## src/rtl/encode42_seq_if.sv

```systemverilog
// Request/handshake bundle for the registered 4-to-2 priority encoder.
// The slave modport is the encoder side; master is the requester/consumer side.
interface encode42_seq_if;
   logic       en;
   logic [3:0] req;
   logic       ready;
   logic [1:0] code;
   logic       valid;
   logic [3:0] pend;
   logic       busy;

   modport master (output en, req, ready, input code, valid, pend, busy);
   modport slave  (input en, req, ready, output code, valid, pend, busy);
endinterface

```

## src/rtl/encode42_seq.sv

```systemverilog
// Registered 4-to-2 priority encoder: captures request lines into a pending
// register and presents the highest pending index over a valid/ready handshake.
module encode42_seq (
   input  logic                clk,
   input  logic                rst_n,
   encode42_seq_if.slave       bus
);
   localparam int unsigned NREQ = 4;
   localparam int unsigned CW   = 2;

   typedef enum logic {IDLE, PRESENT} state_t;

   state_t            state, state_nx;
   logic [NREQ-1:0]   pend, pend_nx, cap, rem;
   logic [CW-1:0]     code, code_nx;
   logic              valid, valid_nx;
   logic              busy, busy_nx;

   // Highest set bit wins; an all-zero vector maps to 0 but is never loaded.
   function automatic logic [CW-1:0] prio(input logic [NREQ-1:0] v);
      if (v[3])      return CW'(3);
      else if (v[2]) return CW'(2);
      else if (v[1]) return CW'(1);
      else           return CW'(0);
   endfunction

   always_ff @(posedge clk) begin
      if (!rst_n) begin
         state <= IDLE;
         pend  <= '0;
         code  <= '0;
         valid <= 1'b0;
         busy  <= 1'b0;
      end else begin
         state <= state_nx;
         pend  <= pend_nx;
         code  <= code_nx;
         valid <= valid_nx;
         busy  <= busy_nx;
      end
   end

   always_comb begin
      state_nx = state;
      code_nx  = code;
      valid_nx = valid;
      rem      = '0;
      cap      = bus.en ? bus.req : '0;
      pend_nx  = pend | cap;
      case (state)
         IDLE: begin
            valid_nx = 1'b0;
            if (pend != '0) begin
               code_nx  = prio(pend);
               valid_nx = 1'b1;
               state_nx = PRESENT;
            end
         end
         PRESENT: begin
            if (bus.ready) begin
               // Clear the accepted bit before merging new requests so set wins.
               rem     = (pend & ~(NREQ'(1) << code)) | cap;
               pend_nx = rem;
               if (rem != '0) begin
                  code_nx = prio(rem);
               end else begin
                  valid_nx = 1'b0;
                  state_nx = IDLE;
               end
            end
         end
         default: begin
            state_nx = IDLE;
            valid_nx = 1'b0;
         end
      endcase
      busy_nx = (pend_nx != '0) | valid_nx;
   end

   assign bus.code  = code;
   assign bus.valid = valid;
   assign bus.pend  = pend;
   assign bus.busy  = busy;
endmodule

```

## src/flat_wrapper.sv

```systemverilog
// flat-port wrapper written by rule: the top's interface ports become plain ports
module encode42_seq_flat 
  (clk, rst_n, bus_en, bus_req, bus_ready, bus_code, bus_valid, bus_pend, bus_busy);
  encode42_seq_if bus_i ();
  input  logic clk;
  input  logic rst_n;
  input wire logic [$bits(bus_i.en)-1:0] bus_en;
  input wire logic [$bits(bus_i.req)-1:0] bus_req;
  input wire logic [$bits(bus_i.ready)-1:0] bus_ready;
  output wire logic [$bits(bus_i.code)-1:0] bus_code;
  output wire logic [$bits(bus_i.valid)-1:0] bus_valid;
  output wire logic [$bits(bus_i.pend)-1:0] bus_pend;
  output wire logic [$bits(bus_i.busy)-1:0] bus_busy;
  assign bus_i.en = bus_en;
  assign bus_i.req = bus_req;
  assign bus_i.ready = bus_ready;
  assign bus_code = bus_i.code;
  assign bus_valid = bus_i.valid;
  assign bus_pend = bus_i.pend;
  assign bus_busy = bus_i.busy;
  encode42_seq u_core (.clk(clk), .rst_n(rst_n), .bus(bus_i));
endmodule
```

## config.mk

```make
export PLATFORM = sky130hd
export DESIGN_NAME = encode42_seq_flat
export DESIGN_NICKNAME = d
export VERILOG_FILES = /design/src/rtl/encode42_seq_if.sv /design/src/rtl/encode42_seq.sv /design/src/flat_wrapper.sv
export SDC_FILE = /design/constraint.sdc
export NUM_CORES = 1
export LEC_CHECK = 0
export CORE_AREA = 3 3 40 42
export CTS_CLUSTER_SIZE = 30
export DETAILED_ROUTE_END_ITERATION = 10
export DIE_AREA = 0 0 43 45
export HOLD_SLACK_MARGIN = 0.15
export PLACE_DENSITY = 0.68
export SETUP_SLACK_MARGIN = 0.4
export SKIP_CTS_REPAIR_TIMING = 1
export SLEW_MARGIN = 20
export SYNTH_ARGS = -nofsm -noshare
export SYNTH_HDL_FRONTEND = slang
export SYNTH_SLANG_ARGS = --single-unit
export TNS_END_PERCENT = 100
```

## constraint.sdc

```tcl
create_clock -name clk -period 1.25 [get_ports clk]
set_input_delay 0.25 -clock clk [delete_from_list [all_inputs] [get_ports clk]]
set_output_delay 0.25 -clock clk [all_outputs]
set_load 0.03 [all_outputs]
```

==> results.md, run 1 <==
* Unrepaired setup endpoints after global routing: yes
* Antenna Nets Post-Route at 0
* Critical R2R Capture: u_core.bus.code[0]
* Power share of the clock group at about 20%
* DRT Pass-1 Iters at 4
* CTS root buffer: clkbuf_4
* Worst vdd ir at 0.000701 V
* Min-delay src: rst_n
* Via count at 568
* Final period util at 110%
* Area grow syn2layout at 93.3%
* Status: finished, violations left
* Worst Hold Depth at 3
* Final hold violations at 0
* Cell area power density at 1280 nW/µm²
* Synth unique cells at 26
* Overflow after GRT at 0
* WL final at 1550 µm
* Slew headroom at 84.3%
* H-tree lvl count at 1
* WP data arrival at 1.54 ns
* Ant. Diodes at 0
* Total length of routed met3 wires at ~80 µm
* Sw frac at a little over a third
* Fmax at 729 MHz
* CTS Buffer Depth at 2
* Sequential-to-total area share from yosys stat at 37.1%
* Final Core Density at around three quarters
* Yosys warnings at 0
* Die W at between 40 and 50 µm
* Leakage power at approximately 0.00043 µW
* Mapped cell area at between 400 and 500 µm²
* Commonest non-fill, non-tap cell in the layout: buf_4
* Reg2Reg Launch Point: u_core.bus.code[1]
* CP endpoint kind: flip-flop
* Mapped Nets at 64
* Overall Global Routing Usage at 16.9%
* Vias per cell at 5.21
* Met2 wire length at 739 µm
* Hold EP: u_core.bus.pend[3]
* Row count at 13
* Clock buffer count from CTS at 3
* CP max FO at 6
* Wire length on met1 at 687 µm
* Share of cells above drive strength 1 at 59.6%
* Final setup vio count at 4
* Core area at 1280 µm²
* Initial Utilization at 37.8%
* Final setup TNS at -0.458 ns
* Iter 0 DRT Violations at 12
* Max cap viols at 0
* Tmin final at 1.37 ns
* #FFs+latches synth at 9
* Pre-CTS setup slack at -0.487 ns
* RD Place Congestion at ~0.8
* CTS tree: built
* Max-slew violation count at 0
* Critical Path RT at 1.42 ns
* First-pass GRT wire length at around 2300 µm
* PnR worst setup slack at -0.122 ns
* DRC Markers at 0
* Commonest non-fill, non-tap cells in the layout: buf_4, buf_6, nand2_1
* Tightest Pin Transition at 0.235 ns
* Clock Sinks at 9
* Nets at 103
* FF-to-FF path depth at 5
* Antenna violations before repair at 0
* Top-Level Pins at 16
* Post-Syn Instances at 56
* Buffers on Ports at 15
* Highest Signal Layer: met4
* Die Y at 45 µm
* Die area at 1940 µm²
* Min-delay worst type: in -> reg
* Worst-skew pair later-pin latency at 0.28 ns
* Clk_skew at between 0.004 and 0.005 ns
* Dpl hpwl at around 1100 µm
* Vias in the first global route at between 500 and 600
* Clock transition at the registers of the reported paths at 0.06 ns
* CP startpoint kind: flip-flop
* Internal Pwr Total at about 760 µW
* Largest net degree at the start of global routing at 7
* Sequential power share at 34.6%
* Switching power at 439 µW
* R2R Setup Slk at -0.12 ns
* Syn_area_per_cell at about 8.7 µm²
* Violations in the final reports: negative setup slack
* Setup CP Type: reg -> reg
* WL/cell at roughly 14 µm
* Comb power frac at a little under half
cell type report:
class / count / area (µm²)
Sequential cell: 9 / 205
Timing Repair Buffer: 34 / 324
Fill cell: 94 / 347
Inverter: 3 / 11.3
Clock buffer: 4 / 26.3
Tap cell: 15 / 18.8
Multi-Input combinational cell: 44 / 353
worst max-delay path: stages (launching register included):
cell and delay, ns:
dfxtp_4 0.38, a21bo_1 0.21, and3_4 0.18, a32oi_2 0.25, nand2b_2 0.11, mux2i_1 0.12
worst max path at each step:
stage	end	cells past startpoint	slack, ns	startpoint
CTS	u_core.bus.code[0]	6	-0.20	bus_en
detailed placement	u_core.bus.code[0]	6	-0.49	bus_en
finish	u_core.bus.code[0]	5	-0.12	u_core.bus.code[1]
global placement	u_core.bus.code[0]	6	-0.45	bus_en
floorplan	u_core.bus.busy	4	-0.11	u_core.bus.code[1]
global route	u_core.bus.busy	4	-0.17	u_core.bus.code[1]
power groups by stage:
| stage | combinational [µW] | clock, µW | sequential (µW) |
|---|---|---|---|
| 6_report | 545 | 241 | 415 |
| 5_1_grt | 582 | 261 | 423 |
| 4_1_cts | 472 | 253 | 402 |
| 3_5_place_dp | 471 | 0 | 409 |
| 3_3_place_gp | 469 | 0 | 407 |
| 2_1_floorplan | 182 | 0 | 475 |
Yosys cell counts:
| cell type | number | area, µm² |
|---|---|---|
| nand2_1 | 11 | 41.3 |
| dfxtp_1 | 9 | 180 |
| a21oi_1 | 5 | 25.0 |
| nor2_1 | 4 | 15.0 |
| inv_2 | 2 | 7.51 |
| mux2i_1 | 2 | 20.0 |
| nand2b_1 | 2 | 12.5 |
| o21a_1 | 2 | 15.0 |
| o21ai_1 | 2 | 10.0 |
| a2111o_1 | 1 | 11.3 |
| a211o_1 | 1 | 8.76 |
| a21bo_1 | 1 | 10.0 |
| a221o_1 | 1 | 10.0 |
| a22oi_2 | 1 | 12.5 |
| a31oi_1 | 1 | 6.26 |
| a32oi_2 | 1 | 16.3 |
| a41oi_2 | 1 | 16.3 |
| and2_1 | 1 | 6.26 |
| and3_4 | 1 | 11.3 |
| inv_1 | 1 | 3.75 |
| nand2b_2 | 1 | 8.76 |
| nor2b_1 | 1 | 6.26 |
| nor2b_2 | 1 | 8.76 |
| nor3_1 | 1 | 5.00 |
| o2111a_2 | 1 | 12.5 |
| o21ai_0 | 1 | 5.00 |
sequential cells by signal, summed over array words and instances (netlist names):
name              flops
u_core.bus.pend       4
u_core.bus.code       2
u_core.bus.busy       1
u_core.bus.valid      1
u_core.state          1
metal layers:
| metal | vias up | track usage, % |
|---|---|---|
| li1 | 283 | - |
| met3 | 5 | 5.18 |
| met4 | 0 | 12.7 |
| met5 | - | 0 |
| met1 | 263 | 19.2 |
| met2 | 17 | 26.9 |
per-stage QoR:
stage / power [µW] / hold WS, ns / cell area, µm² / cells
floorplan: 657 / 0.375 / 526 / 56
global placement: 876 / 0.488 / 802 / 103
detailed placement: 880 / 0.485 / 802 / 103
CTS: 1130 / 0.494 / 828 / 107
global route: 1270 / 0.303 / 938 / 109
finish: 1200 / 0.289 / 938 / 109
logic make-up after synthesis:
group,count (synthesis),share of synthesized area (%)
DFF,9,37.1
muxes,2,4.12
AOI/OAI and AO/OA,19,32.7
and+or+nand+nor,23,23.7
buffers and inverters,3,2.32
(Power assumes the default switching activity.)
==> inputs of run 2 (changes only) <==
ABC_CLOCK_PERIOD_IN_PS = 1250   (was default)
==> results of run 2 <==
The final DEF is identical to that of run 1; final timing and power are the same.
